**src/rtl/sseg_scan_driver.sv**
```systemverilog
// rtl/sseg_scan_driver.sv - time-multiplexed seven-segment scan controller with frame-atomic display updates
module sseg_scan_driver #(
  parameter int DIGITS           = 4,
  parameter int PRESCALE         = 1000,
  parameter int BLANK_CYCLES     = 2,
  parameter bit ANODE_ACTIVE_LOW = 1'b1
) (
  input  logic                  clk,
  input  logic                  reset_n,
  input  logic                  load_valid,
  output logic                  load_ready,
  input  logic [4*DIGITS-1:0]   load_data,
  input  logic [DIGITS-1:0]     load_dp,
  output logic [3:0]            nibble_out,
  input  logic [6:0]            seg_in,
  output logic [DIGITS-1:0]     an,
  output logic [6:0]            seg,
  output logic                  dp,
  output logic                  frame_done
);

  localparam int PW = (PRESCALE > 1) ? $clog2(PRESCALE) : 1;
  localparam int BW = (BLANK_CYCLES > 1) ? $clog2(BLANK_CYCLES) : 1;
  localparam int CW = (PW > BW) ? PW : BW;
  localparam int IW = (DIGITS > 1) ? $clog2(DIGITS) : 1;
  localparam logic [CW-1:0] PRE_LAST   = CW'(PRESCALE - 1);
  localparam logic [CW-1:0] BLANK_LAST = (BLANK_CYCLES > 0) ? CW'(BLANK_CYCLES - 1) : '0;
  localparam logic [IW-1:0] IDX_LAST   = IW'(DIGITS - 1);
  localparam bit            NO_BLANK   = (BLANK_CYCLES == 0);
  localparam logic [DIGITS-1:0] AN_OFF = ANODE_ACTIVE_LOW ? '1 : '0;

  typedef enum logic {BLANK = 1'b0, LIT = 1'b1} state_t;

  state_t                state, state_nxt;
  logic [CW-1:0]         cnt, cnt_nxt;
  logic [IW-1:0]         idx, idx_nxt;
  logic                  wrap;
  logic [4*DIGITS-1:0]   display, pending;
  logic [DIGITS-1:0]     display_dp, pending_dp;
  logic                  pending_full;
  logic [DIGITS-1:0]     onehot;

  assign load_ready = !pending_full;
  assign nibble_out = display[{idx, 2'b00} +: 4];
  assign onehot     = DIGITS'(1) << idx;

  always_comb begin
    state_nxt = state;
    cnt_nxt   = cnt;
    idx_nxt   = idx;
    wrap      = 1'b0;
    case (state)
      BLANK: begin
        if (NO_BLANK || cnt == BLANK_LAST) begin
          state_nxt = LIT;
          cnt_nxt   = '0;
        end else begin
          cnt_nxt = cnt + 1'b1;
        end
      end
      LIT: begin
        if (cnt == PRE_LAST) begin
          cnt_nxt   = '0;
          idx_nxt   = (idx == IDX_LAST) ? '0 : idx + 1'b1;
          wrap      = (idx == IDX_LAST);
          // Without blanking the next digit's slot starts immediately.
          state_nxt = NO_BLANK ? LIT : BLANK;
        end else begin
          cnt_nxt = cnt + 1'b1;
        end
      end
      default: state_nxt = BLANK;
    endcase
  end

  always_ff @(posedge clk or negedge reset_n) begin
    if (!reset_n) begin
      state        <= BLANK;
      cnt          <= '0;
      idx          <= '0;
      display      <= '0;
      display_dp   <= '0;
      pending      <= '0;
      pending_dp   <= '0;
      pending_full <= 1'b0;
      an           <= AN_OFF;
      seg          <= 7'h00;
      dp           <= 1'b0;
      frame_done   <= 1'b0;
    end else begin
      state      <= state_nxt;
      cnt        <= cnt_nxt;
      idx        <= idx_nxt;
      frame_done <= wrap;
      // Swap only at the frame wrap so no frame ever mixes two words.
      if (wrap && pending_full) begin
        display      <= pending;
        display_dp   <= pending_dp;
        pending_full <= 1'b0;
      end else if (load_valid && !pending_full) begin
        pending      <= load_data;
        pending_dp   <= load_dp;
        pending_full <= 1'b1;
      end
      if (state == LIT) begin
        an  <= ANODE_ACTIVE_LOW ? ~onehot : onehot;
        seg <= seg_in;
        dp  <= display_dp[idx];
      end else begin
        an  <= AN_OFF;
        seg <= 7'h00;
        dp  <= 1'b0;
      end
    end
  end

endmodule

```
**config.mk**
```make
export PLATFORM = sky130hd
export DESIGN_NAME = sseg_scan_driver
export DESIGN_NICKNAME = d
export VERILOG_FILES = /design/src/rtl/sseg_scan_driver.sv
export SDC_FILE = /design/constraint.sdc
export NUM_CORES = 1
export LEC_CHECK = 0
export CAP_MARGIN = 25
export CELL_PAD_IN_SITES_DETAIL_PLACEMENT = 0
export CELL_PAD_IN_SITES_GLOBAL_PLACEMENT = 1
export CORE_MARGIN = 1.5
export CORE_UTILIZATION = 46
export DETAILED_ROUTE_END_ITERATION = 7
export GPL_TIMING_DRIVEN = 0
export PLACE_DENSITY = 0.84
export SLEW_MARGIN = 0
export SYNTH_ARGS = -nofsm -noshare
export SYNTH_HDL_FRONTEND = slang
export SYNTH_SLANG_ARGS = --single-unit
```
**constraint.sdc**
```tcl
create_clock -name clk -period 3.1 [get_ports clk]
set_input_delay 0.62 -clock clk [delete_from_list [all_inputs] [get_ports clk]]
set_output_delay 0.62 -clock clk [all_outputs]
set_load 0.01 [all_outputs]
```
After elaboration in Yosys (flattened, before gate mapping)
Cells that the tools add are included.
Storage, ports and cells
  register bits: 67
  input port bits: 30
  output and inout bits: 18
  logic and storage cells: 45
Cells by class
  $add $sub $neg: 2
  $lt $le $gt $ge: 1
  equal/unequal tests: 3
  shift-type cells: 2
  muxes and demuxes: 16
  bitwise operators: 3
  reduce and logical (&&, ||, !) cells: 6
Operators with widths (number)
  two-way mux 10 bit: 2
  one-hot mux 10 bit (2 select lines): 1
  variable part select 16 x 5 -> 4 bit: 1
  adder 10 x 1 -> 10 bit (second input constant): 1
  == test 10 x 1 -> 1 bit (second input constant): 1
  == test 10 bit (second input constant): 1
  two-way mux 1 bit: 8
  two-way mux 7 bit: 1
  two-way mux 4 bit: 1
  inverter 4 bit: 1
  AND reduction 2 bit: 2
  << shifter 1 x 2 -> 4 bit (first input constant): 1
  < comparator 2 x 3 -> 1 bit (second input constant): 1
  adder 2 x 1 -> 2 bit (second input constant): 1
  binary-select mux 1 bit (select 2 bit): 1
  == test 2 bit (second input constant): 1
  logical AND 1 bit: 2
  two-way mux 2 bit: 1
  inverter 1 bit: 2
  one-hot mux 1 bit (2 select lines): 1
  nonzero test 2 bit: 1
  logical NOT 1 bit: 1

Longest topological paths before layout
  depth after elaboration: 6
  gate-level depth with buffers: 5
  depth with buffers taken out: 5

Worst setup path after synthesis
Ideal clock, no wire load.
  path type: register to output
  from: register idx[0]
  to: output nibble_out[0]
  data arrival time: 1.111 ns
  data required time: 2.480 ns
  setup slack: 1.369 ns
  stages on the path, launching flop included: 3
  path buffers: 1
  cell sequence: dfrtp_1 -> buf_2 -> mux4_2
Between the ends
  cells in the longest elaborated chain, start to end: 1
Ends and longest elaborated chain
  start: declaration: RTL line 36  | logic [IW-1:0] idx, idx_nxt;
  start signal: assignment: RTL line 93  | idx <= idx_nxt;
  variable part select 16 x 5 -> 4 bit: RTL line 44  | assign nibble_out = display[{idx, 2'b00} +: 4];
  end: declaration: RTL line 14  | output logic [3:0] nibble_out,
Every way passes these cells.

Worst setup path after layout
  from: register idx[0]
  to: output nibble_out[1]
Same word-level chain as after synthesis.

==> run summary <==
worst hold path class -> primary input to asynchronous set/reset pin
distinct cell type count after synthesis -> 32
# hold bufs at CTS -> 0
I/O pin cnt -> 48
CP peak stage delay -> 530 ps
worst path required time -> 2480 ps
final-report hold violation count -> 0
worst reg2reg setup slack -> 1220 ps
Synth async-reset ratio -> 1.00
Primary FF master, synth -> dfrtp_1
R2R depth -> 5
synth top area cells -> dfrtp_1 57%, mux2_2 17%, mux4_2 4.1%, dfstp_2 3.8%, ha_1 2.7%
Final WS setup -> 473 ps
Worst-Margin Slew -> 806 ps
Reg clk slew, reported paths -> 70 ps
Port Buffer Count -> 47
via count -> 1645
EDFF count, synth -> 0
total power -> 1720 uW
Crit path arrival time -> 2010 ps
Via density -> 5.06
crit-path leading delay family -> buffers and inverters
worst path bufs/invs -> 2
Die X -> 80.5 um
Iter 0 DRT Violations -> 42
Initial Util -> 0.472
Fillers -> 467
All-Layer GR Usage -> 0.165
Routed Antenna Nets -> 0
most instantiated library cell after synthesis -> dfrtp_1
GRT Residual Overflow -> 0
Max VDD drop -> 0.340 mV
CP Max Fanout -> 8
drt wl/cell -> 14.3 um
Syn-to-layout area delta -> 27.0%
worst reg2reg endpoint -> display[7]$_DFFE_PN0P_
Pre-antenna DRT Iters -> 4
yosys warns -> 0
Mapped Cells -> 187
pre-CTS setup slack -> 777 ps
synthesized area -> 2760 um2
CTS buffer count -> 9
critical-path cell list -> buf_2, mux4_2, clkdlybuf4s50_1
endpoints failing setup -> 0
cell taking the most area after synthesis -> dfrtp_1
Post-CTS Resized -> 0
DRC violations left -> 0
Inserted Diodes -> 0
Commonest cells post-synth -> 63 x dfrtp_1, 42 x mux2_2, 8 x and2_1
Post-DP HPWL -> 3.09 mm
Sink Count -> 67
Skew-Pair Late Insertion Delay -> 340 ps
Max Freq -> 381 MHz
Setup crit end kind -> primary output
maxcap violations -> 0
Tcrit/Tclk final -> 0.847
CP max-delay cell -> mux4_2
setup TNS -> 0 ps
Final Max Slew Viols -> 0
synthesized area per cell -> 14.8 um2
clk buf depth -> 2
Post-CTS Setup Bufs -> 0
critical path class -> flop to primary output
Worst Skew -> 8.51 ps
antenna violations before repair -> 0
status -> finished clean
nets -> 281
routability cong. -> 0.771
Synth top area share -> 0.570
chip height -> 80.5 um
CTS H-tree lvls -> 3
post-synthesis sequential area ratio -> 0.608
relative slew slack -> 0.463
fin crit period -> 2630 ps
FP Rows -> 28
Root Buffer -> clkbuf_8
Seq cells post-synth -> 67
RSZ-0062 raised after global routing -> no
largest net degree at the start of global routing -> 68
CTS tree -> done
syn_nets -> 223
fraction of layout cells with a size suffix above 1 -> 0.300
r2r startpoint -> idx[1]$_DFFE_PN0P_
Die Area -> 6480 um2
number of global-route vias before repair -> 1668
Power per Cell Area -> 489 nW/um2
Leakage -> 0.00155 uW
Critical Path Source Type -> flop
drt total wl -> 4.65 mm
first-pass GRT wire length -> 7.94 mm
Core ar. -> 5850 um2
## metrics by stage
stage | instance area (um2) | instances | hold slack [ps] | util
after floorplan | 2760 | 187 | 324 | -
after global placement | 3330 | 309 | 481 | 0.569
after detailed placement | 3330 | 309 | 492 | 0.568
after CTS | 3510 | 325 | 406 | 0.600
after global routing | 3510 | 325 | 450 | 0.600
final | 3510 | 325 | 363 | 0.600
## cells by family after synthesis
family	Yosys count	share of synthesized area
adders and majority gates	6	0.0272
and+or+nand+nor	40	0.0937
muxes	47	0.212
AOI/OAI and AO/OA	12	0.0299
buffers and inverters	12	0.0195
xor gates and xnor gates	3	0.00951
DFF	67	0.608
## report_power, final
part | leakage [uW] | internal, uW | switching, uW | total [uW]
combinational | 0.000618 | 65.7 | 32.3 | 98.0
sequential | 0.000833 | 913 | 17.2 | 930
clock | 0.0000971 | 369 | 320 | 689
## layer usage
layer | global-route usage | vias up | part of all wire
met5 | 0 | - | 0
met4 | 0.0828 | 0 | 0.023
met3 | 0.0341 | 10 | 0.038
met2 | 0.247 | 38 | 0.46
met1 | 0.226 | 804 | 0.48
li1 | - | 793 | -
## how the worst max path moves through the flow
stage | from | end | slack [ps] | cells after the start
final | idx[0]$_DFFE_PN0P_ | nibble_out[1] | 470 | 3
after global routing | idx[0]$_DFFE_PN0P_ | nibble_out[1] | 370 | 3
after CTS | idx[0]$_DFFE_PN0P_ | nibble_out[1] | 430 | 3
after detailed placement | load_valid | pending[6]$_DFFE_PN0P_ | 780 | 4
after global placement | reset_n | pending_dp[3]$_DFFE_PN0P_ | -780 | 1
after floorplan | idx[0]$_DFFE_PN0P_ | nibble_out[0] | 1370 | 2
## state kept, by name (all words and copies together), names as in the netlist
signal        cells
display          16
pending          16
cnt              10
seg               7
an                4
display_dp        4
pending_dp        4
idx               2
dp                1
frame_done        1
pending_full      1
state             1
## cells in the final DEF (no fill, tap or decap), drive strengths merged, types with 5 or more instances in the layout
master | netlist | routed
and2 | 8 | 8
mux2 | 42 | 42
clkdlybuf4s50 | 0 | 46
buf | 6 | 7
ha | 6 | 6
inv | 5 | 5
dfrtp | 63 | 63
mux4 | 5 | 5
a211oi | 5 | 5
clkbuf | 1 | 12
nand2 | 6 | 6
## layout make-up
type	instances	area [um2]	area share
Sequential cell	67	1680	0.479
Clock buffer	11	131	0.0374
Clock inverter	5	53.8	0.0153
Buffer	7	35.0	0.00998
Tap cell	75	93.8	0.0267
Timing Repair Buffer	47	468	0.133
Multi-Input combinational cell	108	1030	0.293
Inverter	5	18.8	0.00535
(Power assumes the default switching activity.)
